--- config.mk ---
export PLATFORM = sky130hd
export DESIGN_NAME = serial_subn
export DESIGN_NICKNAME = d
export VERILOG_FILES = /design/src/rtl/serial_subn.sv
export SDC_FILE = /design/constraint.sdc
export NUM_CORES = 1
export LEC_CHECK = 0
export BUFFER_PORTS_ARGS = -buffer_cell sky130_fd_sc_hd__buf_2
export CAP_MARGIN = 20
export CORE_AREA = 2 2 57 59
export CTS_BUF_LIST = sky130_fd_sc_hd__clkbuf_2 sky130_fd_sc_hd__clkbuf_4 sky130_fd_sc_hd__clkbuf_8
export CTS_CLUSTER_DIAMETER = 30
export DETAILED_ROUTE_END_ITERATION = 8
export DIE_AREA = 0 0 59 61
export PLACE_DENSITY = 0.75
export SLEW_MARGIN = 20
export SYNTH_ARGS = -nofsm -noshare
export SYNTH_HDL_FRONTEND = slang
export SYNTH_SLANG_ARGS = --single-unit
--- constraint.sdc ---
create_clock -name clk -period 1.8 [get_ports clk]
set_input_delay 0 -clock clk [delete_from_list [all_inputs] [get_ports clk]]
set_output_delay 0 -clock clk [all_outputs]
set_load 0.1 [all_outputs]
--- src/rtl/serial_subn.sv ---
// Bit-serial subtractor: q = a - b - bin, one bit per clock, LSB first,
// through a single full-subtractor slice with shift registers for operands and result.
module serial_subn #(
  parameter int unsigned WIDTH = 8
) (
  input  logic             clk,
  input  logic             rst,
  input  logic             start,
  input  logic [WIDTH-1:0] a,
  input  logic [WIDTH-1:0] b,
  input  logic             bin,
  output logic             ready,
  output logic             done,
  output logic [WIDTH-1:0] q,
  output logic             bout
);

  localparam int unsigned CW = (WIDTH > 1) ? $clog2(WIDTH) : 1;

  localparam logic [1:0] ST_IDLE = 2'd0;
  localparam logic [1:0] ST_RUN  = 2'd1;
  localparam logic [1:0] ST_DONE = 2'd2;

  logic [1:0]       state_q, state_d;
  logic [WIDTH-1:0] sa_q, sa_d;
  logic [WIDTH-1:0] sb_q, sb_d;
  logic [WIDTH-1:0] work_q, work_d;
  logic [WIDTH-1:0] res_q, res_d;
  logic [CW-1:0]    cnt_q, cnt_d;
  logic             brw_q, brw_d;
  logic             bout_q, bout_d;
  logic             done_q, done_d;
  logic             ready_q, ready_d;

  // Single full-subtractor slice on the current LSBs
  logic             diff_bit;
  logic             brw_next;
  logic [WIDTH-1:0] work_next;

  always_comb begin
    diff_bit  = sa_q[0] ^ sb_q[0] ^ brw_q;
    brw_next  = (~sa_q[0] & sb_q[0]) | (~(sa_q[0] ^ sb_q[0]) & brw_q);
    work_next = {diff_bit, work_q[WIDTH-1:1]};
  end

  // Next-state and datapath control
  always_comb begin
    state_d = state_q;
    sa_d    = sa_q;
    sb_d    = sb_q;
    work_d  = work_q;
    res_d   = res_q;
    cnt_d   = cnt_q;
    brw_d   = brw_q;
    bout_d  = bout_q;
    done_d  = 1'b0;
    ready_d = ready_q;

    case (state_q)
      ST_IDLE, ST_DONE: begin
        if (start) begin
          sa_d    = a;
          sb_d    = b;
          brw_d   = bin;
          cnt_d   = '0;
          state_d = ST_RUN;
          ready_d = 1'b0;
        end else if (state_q == ST_DONE) begin
          state_d = ST_IDLE;
        end
      end
      ST_RUN: begin
        brw_d  = brw_next;
        work_d = work_next;
        sa_d   = {1'b0, sa_q[WIDTH-1:1]};
        sb_d   = {1'b0, sb_q[WIDTH-1:1]};
        cnt_d  = cnt_q + CW'(1);
        if (cnt_q == CW'(WIDTH - 1)) begin
          res_d   = work_next;
          bout_d  = brw_next;
          done_d  = 1'b1;
          ready_d = 1'b1;
          state_d = ST_DONE;
        end
      end
      default: begin
        state_d = ST_IDLE;
        ready_d = 1'b1;
      end
    endcase
  end

  // Reset discards any in-flight operation
  always_ff @(posedge clk) begin
    if (rst) begin
      state_q <= ST_IDLE;
      sa_q    <= '0;
      sb_q    <= '0;
      work_q  <= '0;
      res_q   <= '0;
      cnt_q   <= '0;
      brw_q   <= 1'b0;
      bout_q  <= 1'b0;
      done_q  <= 1'b0;
      ready_q <= 1'b1;
    end else begin
      state_q <= state_d;
      sa_q    <= sa_d;
      sb_q    <= sb_d;
      work_q  <= work_d;
      res_q   <= res_d;
      cnt_q   <= cnt_d;
      brw_q   <= brw_d;
      bout_q  <= bout_d;
      done_q  <= done_d;
      ready_q <= ready_d;
    end
  end

  assign ready = ready_q;
  assign done  = done_q;
  assign q     = res_q;
  assign bout  = bout_q;

endmodule

==> flow_summary_export.csv <==
group,metric,value,unit
sta,final-max-slew-violation-count,0,
die,start_util,54.2,%
yosys,syn-instance-count,194,
final_layout,finish.utilization,67.8,%
route,highest_layer,"met4",
worst_hold_path,worst_hold_path_type,"input pin to register",
sta,timing_hold_violations_final,0,
yosys,muxShareOfSynthArea,0,%
route,detailed_route_via_count,1479,
sta,slew_at_the_pin_closest_to_its_max_slew_limit,691,ps
clock_network,clock_sinks,40,
yosys,main_combinational_cell_family_by_area_after_synthesis,"simple AND/OR/NAND/NOR gates",
setup_path,critPathKind,"register to register",
setup_path,launch_point_of_the_worst_path,"cnt_q[0]$_SDFFE_PP0P_",
setup_path,end_kind,"register",
final_layout,fillers,249,
sta,slew_headroom,53.9,%
clock_network,clk_transition_reported_paths,120,ps
yosys,synth_compound_gate_area_share,16.9,%
power,vdd.ir_drop.worst,0.599,mV
yosys,synth.largest_area_cell,"dfxtp_1",
power,p_leak,0.817,nW
job,max_cap_violations,0,
yosys,synth_nets,217,
final_layout,area_growth_syn_to_layout,25.0,%
setup_path,cp_common_cell,"ha_1",
sta,min_period_over_period,77.7,%
yosys,synth.avg_cell_area,8.25,µm²
setup_path,reg2regPathDepth,6,
yosys,synth-seq-cells,40,
route,drc_errors,0,
route,met2_layer_wire_length_in_the_routed_design,1.62,mm
route,postRouteWirelength,3.31,mm
die,floorplan.rows,20,
clock_network,root_buffer,"clkbuf_4",
global_routing,grt_max_degree,44,
sta,final.setup_skew,9.44,ps
global_routing,first_global_vias,1350,
yosys,synth-xor-area-share,0,%
global_routing,grt_antenna_before_repair,0,
die,io_pins,31,
route,wirelength_met1,1.45,mm
setup_path,critical_path.slowest_cell,"dfxtp_1",
clock_network,cts_buffer_depth,2,
sta,rsz_0062_raised_after_global_routing,"false",
setup_path,worst_path_dominant_cell_family,"adder cells",
global_routing,grt_util_all_layers,21.6,%
worst_hold_path,min-delay-start,"start",
final_layout,flip_flop_and_latch_area,801,µm²
yosys,synth.yosys.warnings,0,
clock_network,cts_made_buffers,5,
die,die_w,59,µm
global_routing,globalRouteOverflowTotal,0,
place,hpwl_detailed,2.09,mm
setup_path,reg2reg_slack,400,ps
clock_network,clock_tree_from_tritoncts,"done",
final_layout,post_route_cells_drive_above_1_share,18.8,%
route,detail_route.first_pass.iterations,4,
setup_path,critical_path.reg2reg.endpoint,"ready$_SDFFE_PP1P_",
final_layout,multi_input_area,698,µm²
power,totalPowerFinal,1.79,mW
power,power-per-cell-area,894,mW/mm²
setup_path,timing.critical_path.cells,"ha_1 > ha_1 > buf_4 > o21a_1 > o21ai_0 > nand2b_1",
yosys,synth_adder_area_share,2.81,%
final_layout,instances_no_fill,273,
sta,totalNegativeSetupSlack,0,ps
sta,final_setup_violation_count,0,
outcome,result_of_the_run,"complete, no violations",
yosys,synth_largest_type_area_fraction,50.0,%
die,die_area,0.00360,mm²
die,floorplan.core_area,0.00295,mm²
final_layout,layout.nets,262,
setup_path,critical_path_peak_fanout,12,
worst_hold_path,timing.hold.worst_path_depth,5,
setup_path,start_kind,"register",
yosys,yosysSeqAreaShare,50.0,%
final_layout,most_used_cells_in_the_layout_excluding_fill_and_tap_cells,"nand2_1, dfxtp_1, buf_2",
clock_network,cts-htree-levels,2,
place,total_instance_count_after_detailed_placement,248,
yosys,top_cells_by_area_synth,"dfxtp_1, nand2_1, a311oi_1",
setup_path,r2r_start,"cnt_q[0]$_SDFFE_PP0P_",
route,number_of_vias_per_cell_after_detailed_routing,5.42,
final_layout,mostFrequentLayoutCell,"nand2_1",
sta,fin_crit,1400,ps
setup_path,path_buf_inv,1,
yosys,ys_types,20,
clock_network,cts_post_setup_buffers_inserted,0,
sta,max_freq,715,MHz
setup_path,critical_path.max_stage_delay,340,ps
place,postPlaceCellArea,0.00175,mm²
route,routed_wire_length_per_instance,12.1,µm
final_layout,final_instance_area,0.00200,mm²
yosys,post_synth_instance_area,0.00160,mm²
global_routing,grt_first_pass_wirelength,5.65,mm
die,die_h,61,µm
route,ant_nets,0,
final_layout,n_antenna_cell,0,
place,portBuffers,30,
route,routed-wl-met3,174,µm
route,drt-initial-drc-count,64,
setup_path,critPathRequiredTime,2050,ps
setup_path,timing.critical_path.depth,6,
yosys,yosys.area_share.simple,23.9,%
place,gpl.final_weighted_congestion,0.695,
setup_path,arrival,1650,ps
clock_network,insertion_delay_to_the_later_sink_of_the_worst_skew_pair,350,ps
worst_hold_path,hold-path-endpoint,"sb_q[7]$_SDFFE_PP0P_",
power by group:
part	leakage, nW	switching [mW]	total [mW]	internal, mW
logic	0.445	0.132	0.235	0.103
clock network	0.0456	0.291	0.597	0.306
registers	0.327	0.0270	0.957	0.930
cell usage after synthesis:
library cell and n:
nor2b_1 1, buf_4 6, a21oi_1 22, dfxtp_1 40
clkbuf_1 6, ha_1 2, a311oi_1 15, a2bb2oi_1 1
fa_1 1, nand3b_1 1, nand2_1 54, and2b_1 1
o21ai_0 1, nor2_1 17, buf_6 1, nand3_1 14
buf_2 3, inv_1 2, o21a_1 2, nand2b_1 4
cell type report:
type | count | share of cell area (%)
clock buffer | 6 | 2.25
clock inverter | 2 | 1.75
inverter | 2 | 0.375
multi-input combinational | 136 | 34.9
sequential | 40 | 40.0
tap | 33 | 2.06
timing repair buffer | 54 | 18.6
worst register-to-register path, stage by stage (launching register included):
cell and delay, ps:
dfxtp_1 340, ha_1 200, ha_1 190, buf_4 180, o21a_1 170, o21ai_0 140, nand2b_1 70
sequential cells by signal (all words and copies together), names as in the netlist:
signal and flops:
bout 1, brw_q 1, cnt_q 3, done 1, q 8, ready 1
sa_q 8, sb_q 8, state_q 2, work_q 7
cell families after synthesis:
logic type	count (synthesis)
adders and majority gates	3
and+or+nand+nor	92
AOI/OAI and AO/OA	41
buffers and inverters	18
DFF	40
stage by stage:
step	setup slack (ps)	hold slack [ps]
finish	402	119
global route	301	133
CTS	408	102
detailed placement	421	252
global placement	486	242
floorplan	468	136
how the worst max path moves through the flow:
stage,end,slack (ps)
final,ready$_SDFFE_PP1P_,400
after global routing,q[1]$_SDFFE_PP0P_,300
after CTS,ready$_SDFFE_PP1P_,410
after detailed placement,ready$_SDFFE_PP1P_,420
after global placement,ready$_SDFFE_PP1P_,490
after floorplan,bout$_SDFFE_PP0P_,470
per-layer routing:
metal / track usage [%] / vias to the layer above
li1: - / 748
met3: 7.46 / 5
met1: 24.8 / 680
met4: 10.4 / 0
met2: 36.0 / 46
met5: 0 / -
what timing repair did:
| item | CTS | global route |
|---|---|---|
| hold buffers | 17 | 0 |
| hold endpoints to repair | 17 | 0 |
| resized for setup | 0 | 0 |
Power figures use the tool's default switching activity.
